### config.mk
export PLATFORM = sky130hd
export DESIGN_NAME = lms_conv_monitor_flat
export DESIGN_NICKNAME = d
export VERILOG_FILES = /design/src/rtl/lms_pkg.sv /design/src/rtl/lms_conv_monitor_if.sv /design/src/rtl/lms_mse_window.sv /design/src/rtl/lms_conv_monitor.sv /design/src/flat_wrapper.sv
export SDC_FILE = /design/constraint.sdc
export NUM_CORES = 1
export LEC_CHECK = 0
export ABC_AREA = 1
export CAP_MARGIN = 10
export CORE_ASPECT_RATIO = 0.6
export CORE_MARGIN = 3
export CORE_UTILIZATION = 55
export DETAILED_ROUTE_END_ITERATION = 10
export GPL_TIMING_DRIVEN = 1
export PLACE_DENSITY = 0.76
export SYNTH_ARGS = -nofsm -noshare
export SYNTH_HDL_FRONTEND = slang
export SYNTH_SLANG_ARGS = --single-unit
### constraint.sdc
create_clock -name clk -period 2.43 [get_ports clk]
set_input_delay 0.486 -clock clk [delete_from_list [all_inputs] [get_ports clk]]
set_output_delay 0.486 -clock clk [all_outputs]
set_load 0.005 [all_outputs]
### src/rtl/lms_pkg.sv
// Shared types and sizing helpers for the LMS convergence monitor.
package lms_pkg;

  typedef enum logic [1:0] {
    ACQUIRE   = 2'd0,
    LOCKING   = 2'd1,
    CONVERGED = 2'd2
  } lms_state_e;

  localparam int W1_DEF = 8;
  localparam int W2_DEF = 16;

  // Squares are 2*W2 wide; a 2^log2_win sample window needs log2_win growth bits.
  function automatic int acc_width(input int w2, input int log2_win);
    return 2 * w2 + log2_win;
  endfunction

endpackage

### src/rtl/lms_conv_monitor_if.sv
// Error/coefficient stream in, MSE and lock status out, for the LMS convergence monitor.
interface lms_conv_monitor_if #(
  parameter int W1 = 8,
  parameter int W2 = 16
);
  logic signed [W2-1:0]   e_in;
  logic                   e_valid;
  logic [W1-1:0]          f0_in;
  logic [W1-1:0]          f1_in;
  logic [2*W2-1:0]        thresh_lo;
  logic [2*W2-1:0]        thresh_hi;
  logic [2*W2-1:0]        mse_out;
  logic                   mse_valid;
  logic                   converged;
  logic                   lost;
  logic [W1-1:0]          f0_snap;
  logic [W1-1:0]          f1_snap;

  modport master (
    output e_in, e_valid, f0_in, f1_in, thresh_lo, thresh_hi,
    input  mse_out, mse_valid, converged, lost, f0_snap, f1_snap
  );

  modport slave (
    input  e_in, e_valid, f0_in, f1_in, thresh_lo, thresh_hi,
    output mse_out, mse_valid, converged, lost, f0_snap, f1_snap
  );
endinterface

### src/rtl/lms_mse_window.sv
// Two-stage windowed mean-squared error: square, then accumulate 2^LOG2_WIN valid samples.
module lms_mse_window
  import lms_pkg::*;
#(
  parameter int W2       = W2_DEF,
  parameter int LOG2_WIN = 5
) (
  input  logic                 clk,
  input  logic                 rst_n,
  input  logic                 clear,
  input  logic signed [W2-1:0] e_in,
  input  logic                 e_valid,
  output logic [2*W2-1:0]      mse_out,
  output logic                 mse_valid
);

  localparam int ACC_W = acc_width(W2, LOG2_WIN);

  logic signed [2*W2-1:0] prod;
  logic [2*W2-1:0]        sq;
  logic                   sq_v;
  logic [ACC_W-1:0]       acc;
  logic [ACC_W-1:0]       sum;
  logic [LOG2_WIN-1:0]    cnt;

  // Full-width signed product: (-2^(W2-1))^2 = 2^(2*W2-2) still fits unsigned.
  assign prod = e_in * e_in;
  assign sum  = acc + ACC_W'(sq);

  always_ff @(posedge clk or negedge rst_n) begin
    if (!rst_n) begin
      sq        <= '0;
      sq_v      <= 1'b0;
      acc       <= '0;
      cnt       <= '0;
      mse_out   <= '0;
      mse_valid <= 1'b0;
    end else begin
      mse_valid <= 1'b0;
      if (clear) begin
        sq_v <= 1'b0;
        acc  <= '0;
        cnt  <= '0;
      end else begin
        sq_v <= e_valid;
        if (e_valid) begin
          sq <= prod;
        end
        if (sq_v) begin
          if (cnt == '1) begin
            mse_out   <= sum[ACC_W-1:LOG2_WIN];
            mse_valid <= 1'b1;
            acc       <= '0;
            cnt       <= '0;
          end else begin
            acc <= sum;
            cnt <= cnt + LOG2_WIN'(1);
          end
        end
      end
    end
  end

endmodule

### src/rtl/lms_conv_monitor.sv
// LMS convergence monitor: windowed MSE, lock/loss hysteresis FSM, coefficient snapshot at lock.
//   state     | meaning
//   ACQUIRE   | no good windows yet, waiting for MSE < thresh_lo
//   LOCKING   | counting consecutive good windows toward LOCK_CNT
//   CONVERGED | locked; only MSE > thresh_hi drops back to ACQUIRE
module lms_conv_monitor
  import lms_pkg::*;
#(
  parameter int W1       = W1_DEF,
  parameter int W2       = W2_DEF,
  parameter int LOG2_WIN = 5,
  parameter int LOCK_CNT = 4
) (
  input  logic               clk,
  input  logic               rst_n,
  input  logic               clear,
  lms_conv_monitor_if.slave  bus
);

  localparam int LCW = $clog2(LOCK_CNT + 1);

  lms_state_e       state;
  logic [LCW-1:0]   lock_cnt;
  logic [2*W2-1:0]  mse;
  logic             mse_v;
  logic             converged;
  logic             lost;
  logic [W1-1:0]    f0_snap;
  logic [W1-1:0]    f1_snap;

  lms_mse_window #(
    .W2       (W2),
    .LOG2_WIN (LOG2_WIN)
  ) u_mse (
    .clk       (clk),
    .rst_n     (rst_n),
    .clear     (clear),
    .e_in      (bus.e_in),
    .e_valid   (bus.e_valid),
    .mse_out   (mse),
    .mse_valid (mse_v)
  );

  always_ff @(posedge clk or negedge rst_n) begin
    if (!rst_n) begin
      state     <= ACQUIRE;
      lock_cnt  <= '0;
      converged <= 1'b0;
      lost      <= 1'b0;
      f0_snap   <= '0;
      f1_snap   <= '0;
    end else begin
      lost <= 1'b0;
      if (clear) begin
        state     <= ACQUIRE;
        lock_cnt  <= '0;
        converged <= 1'b0;
      end else if (mse_v) begin
        case (state)
          ACQUIRE: begin
            if (mse < bus.thresh_lo) begin
              lock_cnt <= LCW'(1);
              if (LOCK_CNT == 1) begin
                state     <= CONVERGED;
                converged <= 1'b1;
                f0_snap   <= bus.f0_in;
                f1_snap   <= bus.f1_in;
              end else begin
                state <= LOCKING;
              end
            end
          end
          LOCKING: begin
            if (mse < bus.thresh_lo) begin
              lock_cnt <= lock_cnt + LCW'(1);
              if (lock_cnt + LCW'(1) == LCW'(LOCK_CNT)) begin
                state     <= CONVERGED;
                converged <= 1'b1;
                f0_snap   <= bus.f0_in;
                f1_snap   <= bus.f1_in;
              end
            end else begin
              state    <= ACQUIRE;
              lock_cnt <= '0;
            end
          end
          CONVERGED: begin
            // Values between the thresholds hold lock.
            if (mse > bus.thresh_hi) begin
              state     <= ACQUIRE;
              lock_cnt  <= '0;
              converged <= 1'b0;
              lost      <= 1'b1;
            end
          end
          default: begin
            state    <= ACQUIRE;
            lock_cnt <= '0;
          end
        endcase
      end
    end
  end

  assign bus.mse_out   = mse;
  assign bus.mse_valid = mse_v;
  assign bus.converged = converged;
  assign bus.lost      = lost;
  assign bus.f0_snap   = f0_snap;
  assign bus.f1_snap   = f1_snap;

endmodule

### src/flat_wrapper.sv
// flat-port wrapper written by rule: the top's interface ports become plain ports
module lms_conv_monitor_flat import lms_pkg::*;
#(
  parameter int W1       = W1_DEF,
  parameter int W2       = W2_DEF,
  parameter int LOG2_WIN = 5,
  parameter int LOCK_CNT = 4
)
  (clk, rst_n, clear, bus_e_in, bus_e_valid, bus_f0_in, bus_f1_in, bus_thresh_lo, bus_thresh_hi, bus_mse_out, bus_mse_valid, bus_converged, bus_lost, bus_f0_snap, bus_f1_snap);
  lms_conv_monitor_if #(.W1(W1), .W2(W2)) bus_i ();
  input  logic clk;
  input  logic rst_n;
  input  logic clear;
  input wire logic [$bits(bus_i.e_in)-1:0] bus_e_in;
  input wire logic [$bits(bus_i.e_valid)-1:0] bus_e_valid;
  input wire logic [$bits(bus_i.f0_in)-1:0] bus_f0_in;
  input wire logic [$bits(bus_i.f1_in)-1:0] bus_f1_in;
  input wire logic [$bits(bus_i.thresh_lo)-1:0] bus_thresh_lo;
  input wire logic [$bits(bus_i.thresh_hi)-1:0] bus_thresh_hi;
  output wire logic [$bits(bus_i.mse_out)-1:0] bus_mse_out;
  output wire logic [$bits(bus_i.mse_valid)-1:0] bus_mse_valid;
  output wire logic [$bits(bus_i.converged)-1:0] bus_converged;
  output wire logic [$bits(bus_i.lost)-1:0] bus_lost;
  output wire logic [$bits(bus_i.f0_snap)-1:0] bus_f0_snap;
  output wire logic [$bits(bus_i.f1_snap)-1:0] bus_f1_snap;
  assign bus_i.e_in = bus_e_in;
  assign bus_i.e_valid = bus_e_valid;
  assign bus_i.f0_in = bus_f0_in;
  assign bus_i.f1_in = bus_f1_in;
  assign bus_i.thresh_lo = bus_thresh_lo;
  assign bus_i.thresh_hi = bus_thresh_hi;
  assign bus_mse_out = bus_i.mse_out;
  assign bus_mse_valid = bus_i.mse_valid;
  assign bus_converged = bus_i.converged;
  assign bus_lost = bus_i.lost;
  assign bus_f0_snap = bus_i.f0_snap;
  assign bus_f1_snap = bus_i.f1_snap;
  lms_conv_monitor #(.W1(W1), .W2(W2), .LOG2_WIN(LOG2_WIN), .LOCK_CNT(LOCK_CNT)) u_core (.clk(clk), .rst_n(rst_n), .clear(clear), .bus(bus_i));
endmodule
# Yosys cells after proc, flatten, opt, wreduce, memory -nomap -nowiden
# Index checks and enable logic that the tools add are counted.
classes:
  add_sub_neg: 3
  n_mul: 1
  n_lt_le_gt_ge: 2
  n_eq_ne: 9
  muxes: 33
  n_bitwise: 1
  reduce_logical: 10
ops:
  columns: ["cell", "count"]
  rows:
  - ["$mux W37", 3]
  - ["$add A37 B32 Y37", 1]
  - ["$gt A32 B32 Y1", 1]
  - ["$lt A32 B32 Y1", 1]
  - ["$mul A16 B16 Y32", 1]
  - ["$mux W3", 5]
  - ["$mux W5", 3]
  - ["$mux W1", 13]
  - ["$mux W2", 6]
  - ["$ne A3 B2 Y1 const B", 4]
  - ["$reduce_and A5 Y1", 2]
  - ["$pmux W3 S3", 1]
  - ["$pmux W2 S3", 1]
  - ["$reduce_and A3 Y1", 2]
  - ["$add A5 B1 Y5 const B", 1]
  - ["$eq A5 B5 Y1 const B", 1]
  - ["$ne A4 B4 Y1 const B", 1]
  - ["$reduce_and A4 Y1", 1]
  - ["$reduce_bool A2 Y1", 2]
  - ["$add A3 B1 Y3 const B", 1]
  - ["$eq A3 B3 Y1 const B", 1]
  - ["$reduce_bool A3 Y1", 1]
  - ["$eq A2 B1 Y1 const B", 1]
  - ["$eq A2 B2 Y1 const B", 1]
  - ["4 further kinds", 4]
totals:
  regBits: 131
  inputBits: 100
  output_inout_bits: 51
  elab_cells: 71

# Logic depth before layout (Yosys ltp)
# Gate-level depths: netlist (run 1).
logic_depth:
  ltp_word: 7
  depth_mapped: 27

# Hierarchy
# Synthesis (run 1) repeated with hierarchy kept, for this count alone.
hier_totals:
  hier_cells: 2585
  area_unflattened_um2: 19229.7
by_module_without_submodules:
  columns: ["mod", "n_inst", "cells_per_inst", "area_per_inst_um2", "seq_area_each_um2"]
  rows:
  - ["lms_mse_window", 1, 2187, 16319.4, 2677.6]
  - ["lms_conv_monitor", 1, 398, 2910.3, 575.6]

# Worst setup path after synthesis (run 1)
# OpenSTA, ideal clock, no wires.
synth_timing:
  kind: "input to register"
  from: "input bus_e_in[1]"
  to: "register u_core.u_mse.sq[25]"
  t_arrival_ps: 5799
  required_time_ps: 2312
  slack_ps: -3487
  path_stages: 20
  path_buffers: 2
  path_cell_list: "clkbuf_1 -> buf_1 -> nand2_1 -> inv_1 -> fa_1 -> fa_1 -> fa_1 -> fa_1 -> fa_1 -> inv_1 -> fa_1 -> inv_1 -> ha_1 -> a21oi_1 -> o21ai_0 -> a21oi_1 -> nand3_1 -> or2_2 -> nand3_1 -> nand2_1"
synth_between:
  elab_chain_len: 1
synth_rtl:
  columns: ["item", "line_no", "source"]
  rows:
  - ["start, declared", "flat_wrapper.sv:14", "input wire logic [$bits(bus_i.e_in)-1:0] bus_e_in;"]
  - ["$mul A16 B16 Y32", "lms_mse_window.sv:27", "assign prod = e_in * e_in;"]
  - ["end signal, assigned", "lms_mse_window.sv:47", "sq <= prod;"]
  - ["end, declared", "lms_mse_window.sv:20", "logic [2*W2-1:0] sq;"]
# Every way passes these cells.
# A chain may end at the register's enable or synchronous reset.

# Worst setup path in the final report (run 1)
layout_timing:
  from: "input bus_e_in[1]"
  to: "register u_core.u_mse.sq[17]"
# The elaborated chain is that of the path after synthesis.

==> key figures, run 1 <==
Finish
  – Synthesis-to-finish area growth: 47.2%
  – Most frequent cells in the layout: inv_1, nand2_1, buf_4
  – Fill cells: 1,833
  – Final instance area: 27,200 um2
  – Fin cells: 3,335
  – # nets final: 3,396
  – Layout cell share with drive strength beyond 1: 34.4%
  – Most common cell after layout, fill and taps aside: inv_1

CTS
  – Clk pin slew, worst setup/hold paths: 0.07 ns
  – Skew-Pair Late Insertion Delay: 0.44 ns
  – Total CTS buffers: 17
  – CTS sink cnt: 130
  – H-tree depth: 4
  – Clk buf depth: 2
  – CTS tree: done
  – CTS Root Cell: clkbuf_16

Setup path
  – CP max FO: 7
  – Critical path arrival: 5.82 ns
  – Largest stage delay, worst path: 0.57 ns
  – Number of buffers and inverters on the critical path: 7
  – Required time worst endpoint: 2.78 ns
  – Worst Setup End Kind: register
  – Critical Path, Cell by Cell: buf_8, buf_12, buf_4, nand2_1, xor2_2, ha_4, o21bai_1, fa_2, fa_2, fa_2, fa_1, inv_1, fa_1, inv_2, ha_4, buf_4, nand3_4, nor3_4, a21oi_2, buf_4, or2_0, a31oi_1
  – Worst Setup Path Type: input port to register
  – Flop-to-flop setup slack: -0.02 ns
  – Levels on crit path: 22
  – CP Launch Type: input port
  – Worst reg2reg endpoint: u_core.u_mse.mse_out[17]
  – Launch point of the worst path: bus_e_in[1]
  – Worst R2R Start: u_core.u_mse.sq[21]
  – Critical path's slowest cell: fa_2
  – Family with the most delay on the worst path: adder cells
  – R2R cell count: 9
  – Critical Path End: u_core.u_mse.sq[17]

Placed design
  – Routability cong.: 0.975
  – HPWL after DPL: 47.6 mm
  – Port bufs: 150
  – Placed cell count: 3,185
  – Area after DPL: 23,100 um2

STA
  – Max-slew violation count: 0
  – Min Tclk post-route: 5.46 ns
  – Period utilisation layout: 225%
  – Setup Total Neg Slack: -69.63 ns
  – Setup ws final: -3.03 ns
  – Min Hold Slack: 0.489 ns
  – Endpoints failing setup: 31
  – RSZ-0062 raised after global routing: yes
  – Clock skew: 0.0129 ns
  – Worst-margin pin slew: 0.597 ns
  – Fmax: 0.183 GHz
  – Final Hold Fails: 0
  – Worst rel slew slack: 60.0%

GRT
  – Initial antenna violation count: 2
  – Pin count of the biggest net entering global routing: 46
  – Global-route wire length before repair: 99.6 mm
  – Vias in the first global route: 18,600
  – GRT Total Usage: 35.7%
  – Global route overflow: 0

Synth
  – Synth Area in Adders: 38.4%
  – Ys async rst share: 100%
  – Post-synth net total: 2,904
  – Mux contribution to synthesized area: 0%
  – Cell variety after synth: 54
  – Synth Register Bits: 130
  – Post-Synth Simple-Gate Area: 19.9%
  – Ys Warns: 0
  – Mapped Cells: 2,379
  – Largest family of logic cells by synthesized area: adder cells
  – Xor and xnor area share after synthesis: 2.09%
  – Number of synthesized flops with an enable pin: 0
  – Mean Syn Cell Area: 7.76 um2
  – Synth Flop Type: dfrtp_1
  – Seq/Total Area, Yosys: 17.6%
  – Post-synthesis compound-gate area fraction: 9.13%
  – Cell Area, Synth: 18,500 um2

Detailed routing
  – WL/cell: 21.1 um
  – Pre-antenna DRT Iters: 9
  – Drt total wl: 70.3 mm
  – Via count: 18,700
  – Initial drt markers: 2,014
  – Vias/cell: 5.62
  – ANT nets after route: 0
  – Drt drc: 2

Status
  – Status: finished with violations
  – Failing checks: design-rule violations, negative setup slack

Floorplanning
  – Initial core utilization: 56.4%
  – Die area: 35,900 um2
  – Core area: 32,700 um2
  – DIE WIDTH: 243 um
  – Row count: 51
  – Ports: 151
  – Die height: 148 um

Run
  – # Max-Cap Violations: 0

Worst hold path
  – Type of the most critical hold path: register to register
==> worst reg2reg max path, delay by kind of cell, from the launching register on <==
| family | cells | cell delay, ns |
|---|---|---|
| and+or+nand+nor | 4 | 0.67 |
| buffers and inverters | 1 | 0.12 |
| DFF | 1 | 0.40 |
| adders and majority gates | 1 | 0.37 |
| AOI/OAI and AO/OA | 3 | 0.78 |
==> routing by layer <==
metal / global-route usage (%) / part of all wire, %
met5: 1.87 / 0.15
met4: 6.57 / 3.4
met3: 11.8 / 11
met2: 52.5 / 44
met1: 51.9 / 41
==> cells in the mapped netlist (9+ instances only) <==
| cell | count | share of area [%] |
|---|---|---|
| a21o_1 | 13 | 0.53 |
| nor2_1 | 130 | 2.6 |
| nand3_1 | 101 | 2.7 |
| nand2_2 | 17 | 0.58 |
| o21ai_2 | 19 | 0.90 |
| a21oi_1 | 108 | 2.9 |
| fa_1 | 235 | 25 |
| o21ai_1 | 25 | 0.68 |
| o21ai_0 | 72 | 2.0 |
| clkbuf_1 | 46 | 0.94 |
| ha_1 | 190 | 13 |
| xnor2_1 | 24 | 1.1 |
| dfrtp_1 | 130 | 18 |
| xor2_1 | 20 | 0.95 |
| o21bai_1 | 14 | 0.57 |
| or2_2 | 9 | 0.31 |
| nand4_1 | 18 | 0.61 |
| or2_1 | 12 | 0.41 |
| inv_1 | 566 | 12 |
| nand2_1 | 538 | 11 |
| nor3_1 | 12 | 0.33 |
==> area by class of cell <==
cell class	count	area, um2	share of cell area [%]
inverter	574	2210	8.14
antenna	1	2.50	0.00921
clock inverter	14	154	0.567
clock buffer	18	439	1.62
multi-input combinational	1621	15400	56.5
sequential	130	3250	12.0
timing repair buffer	527	5180	19.1
tap	450	563	2.07
==> registers in the layout (all words and copies together), names as in the netlist <==
| signal | cells |
|---|---|
| u_core.u_mse.mse_out | 32 |
| u_core.bus.converged | 1 |
| u_core.lock_cnt | 3 |
| u_core.u_mse.acc | 37 |
| u_core.state | 2 |
| u_core.u_mse.mse_valid | 1 |
| u_core.u_mse.cnt | 5 |
| u_core.bus.lost | 1 |
| u_core.bus.f1_snap | 8 |
| u_core.bus.f0_snap | 8 |
| u_core.u_mse.sq | 31 |
| u_core.u_mse.sq_v | 1 |
==> metrics by stage <==
stage / util [%] / setup slack, ns
after floorplan: - / -2.95
after global routing: 83.0 / -3.10
after detailed placement: 70.6 / -3.90
after global placement: 70.6 / -3.87
final: 83.0 / -3.03
after CTS: 78.0 / -2.84
==> logic make-up (layout without fill, tap and decap cells) <==
group / Yosys count / count (layout)
AND/OR/NAND/NOR: 865 / 866
buffers and inverters: 629 / 1133
adder cells (fa/ha/maj): 425 / 425
AO/OA/AOI/OAI: 286 / 286
flip-flops: 130 / 130
XOR/XNOR: 44 / 44
other: 0 / 1
==> timing repair <==
action / CTS / global route
setup endpoints to repair: 29 / 69
hold endpoints to repair: 17 / 0
hold buffers: 1 / 0
resized for setup: 390 / 352
buffers inserted: 70 / 47
pin swaps: 194 / 237
cloned: 6 / 2
==> worst min-delay path by stage <==
stage                          start                       to  slack, ns  cells after the start
6_report       u_core.bus.f1_snap[2]    u_core.bus.f1_snap[2]       0.49                      2
4_1_cts        u_core.bus.f0_snap[2]    u_core.bus.f0_snap[2]       0.49                      2
2_1_floorplan                  rst_n     u_core.bus.converged       0.19                      0
5_1_grt        u_core.bus.f0_snap[0]    u_core.bus.f0_snap[0]       0.51                      2
3_5_place_dp                   rst_n  u_core.u_mse.mse_out[1]       0.45                      1
3_3_place_gp                   rst_n  u_core.u_mse.mse_out[1]       0.44                      1
Power of run 1 is not shown: default switching activity piles up to over one toggle a cycle in this logic, so the estimate is an artifact.
==> run 2, diff against run 1 <==
--- a/config.mk
+++ b/config.mk
@@ -7,9 +7,10 @@
 export LEC_CHECK = 0
 export ABC_AREA = 1
 export CAP_MARGIN = 10
-export CORE_ASPECT_RATIO = 0.6
+export CORE_ASPECT_RATIO = 1.1
 export CORE_MARGIN = 3
 export CORE_UTILIZATION = 55
+export CTS_CLUSTER_SIZE = 8
 export DETAILED_ROUTE_END_ITERATION = 10
 export GPL_TIMING_DRIVEN = 1
 export PLACE_DENSITY = 0.76
==> key figures, run 2 (synthesis results as in run 1) <==
Setup path
  – Worst R2R Start: u_core.u_mse.sq[7]
  – CP Launch Type: input port
  – Launch point of the worst path: bus_e_in[15]
  – Worst Setup End Kind: register
  – Critical path arrival: 5.71 ns (-0.11 ns)
  – Required time worst endpoint: 2.75 ns (-0.03 ns)
  – CP max FO: 7 (unchanged)
  – Worst Setup Path Type: input port to register

STA
  – Max-slew violation count: 0 (unchanged)
  – Min Tclk post-route: 5.39 ns (-0.0714 ns)
  – Worst rel slew slack: 54.5% (-5.6 points)
  – Final Hold Fails: 0 (unchanged)
  – Min Hold Slack: 0.415 ns (-0.0739 ns)
  – Worst-margin pin slew: 0.683 ns (+0.0855 ns)
  – Endpoints failing setup: 28 (-9.7%)
  – Period utilisation layout: 222% (-2.9 points)
  – RSZ-0062 raised after global routing: yes
  – Setup ws final: -2.96 ns (+0.0714 ns)
  – Clock skew: 0.00804 ns (-0.00485 ns)
  – Fmax: 0.186 GHz (+1.3%)

Run
  – # Max-Cap Violations: 0 (unchanged)

Floorplanning
  – Initial core utilization: 56.4% (about the same)
  – Ports: 151 (unchanged)
  – DIE WIDTH: 181 um (-25%)
  – Die height: 198 um (+34%)
  – Row count: 69 (+35%)
  – Die area: 35,800 um2 (-0.19%)
  – Core area: 32,700 um2 (about the same)

Finish
  – Final Util: 80.0% (-3.0 points)
  – Max FFs per register: 37 (unchanged)
  – # nets final: 3,355 (-1.2%)
  – Largest Register: u_core.u_mse.acc
  – Fin cells: 3,269 (-2.0%)
  – Antenna cells: 0 (-1)
  – Final instance area: 26,200 um2 (-3.6%)
  – Layout cell share with drive strength beyond 1: 30.2% (-4.2 points)
  – Biggest regs: u_core.u_mse.acc (37), u_core.u_mse.mse_out (32), u_core.u_mse.sq (31)
  – Most frequent cells in the layout: inv_1, nand2_1, buf_4
  – Synthesis-to-finish area growth: 41.9%

Detailed routing
  – Drt total wl: 64.7 mm (-8.0%)
  – Initial drt markers: 1,244 (-38%)
  – Vias/cell: 5.52 (-1.7%)
  – Pre-antenna DRT Iters: 5 (-4)
  – Drt drc: 0 (-2)
  – Via count: 18,100 (-3.7%)
  – WL/cell: 19.8 um (-6.1%)
  – ANT nets after route: 0 (unchanged)

CTS
  – Skew-Pair Late Insertion Delay: 0.42 ns (-0.02 ns)
  – Clk buf depth: 2 (unchanged)
  – CTS sink cnt: 130 (unchanged)
  – Total CTS buffers: 17 (unchanged)
  – H-tree depth: 4 (unchanged)
  – CTS tree: done
  – Clk pin slew, worst setup/hold paths: 0.06 ns (about the same)
  – CTS Root Cell: clkbuf_16

GRT
  – Vias in the first global route: 19,000 (+2.4%)
  – Global route overflow: 0 (unchanged)
  – GRT Total Usage: 32.7% (-3.1 points)
  – Initial antenna violation count: 0 (-2)
  – Pin count of the biggest net entering global routing: 126 (+170%)
  – Global-route wire length before repair: 94.1 mm (-5.6%)

Placed design
  – Port bufs: 150 (unchanged)
  – Placed cell count: 3,141 (-1.4%)
  – Area after DPL: 23,000 um2 (-0.53%)
  – Routability cong.: 0.915 (-6.1%)
  – HPWL after DPL: 42.5 mm (-11%)

Status
  – Failing checks: negative setup slack
  – Status: finished with violations

Worst hold path
  – Type of the most critical hold path: input port to async pin
[run 2: critical path, cell delays in order]
cell	delay, ns
buf_8	0.08
buf_8	0.12
buf_6	0.11
buf_6	0.11
nand2_4	0.05
fa_1	0.57
inv_2	0.07
fa_2	0.57
buf_12	0.14
fa_1	0.43
fa_1	0.62
fa_1	0.49
fa_1	0.51
ha_2	0.30
nand2_1	0.13
buf_4	0.15
nor2_1	0.07
a221oi_4	0.32
nand4_1	0.18
nand3_1	0.13
nand2_1	0.06
[run 2: per-stage QoR]
| step | setup slack [ns] | TNS, ns |
|---|---|---|
| after floorplan | -2.95 | -67.27 |
| after global placement | -3.73 | -95.71 |
| after detailed placement | -3.87 | -100.93 |
| after CTS | -2.77 | -65.18 |
| after global routing | -3.10 | -71.35 |
| final | -2.96 | -68.57 |
[run 2: path summary, 6_finish.rpt]
path | end | slack, ns | cells after the start
min reg2reg | u_core.bus.converged | 0.47 | 2
max reg2reg | u_core.u_mse.mse_out[20] | 0.16 | 10
min | u_core.lock_cnt[1] | 0.42 | 2
max in group asynchronous | u_core.u_mse.sq[5] | 1.13 | 3
min in group clk | u_core.bus.converged | 0.47 | 2
max | u_core.u_mse.sq[28] | -2.96 | 21
[run 2: layout make-up]
class / count / area [um2]
Fill cell: 1987 / 6540
Tap cell: 426 / 533
Sequential cell: 130 / 3250
Multi-Input combinational cell: 1620 / 14800
Clock buffer: 18 / 439
Clock inverter: 14 / 188
Timing Repair Buffer: 487 / 4820
Inverter: 574 / 2190
[run 2: repair_timing]
action                                  in CTS  in global routing
hold buffers                                 1                  0
gates resized for setup                    393                193
endpoints found under the setup margin      34                 39
buffers inserted                            68                 32
pin swaps                                  217                171
endpoints found under the hold margin        5                  0
gates cloned                                 7                  0
[run 2: routing by layer]
| metal | global-route usage [%] | share of wire, % | vias up |
|---|---|---|---|
| met5 | 0 | 0 | - |
| met4 | 17.5 | 7.8 | 0 |
| met3 | 3.60 | 6.0 | 349 |
| met2 | 61.5 | 51 | 872 |
| met1 | 36.2 | 35 | 8672 |
| li1 | - | - | 8157 |
Power of run 2 is left out for the same reason.
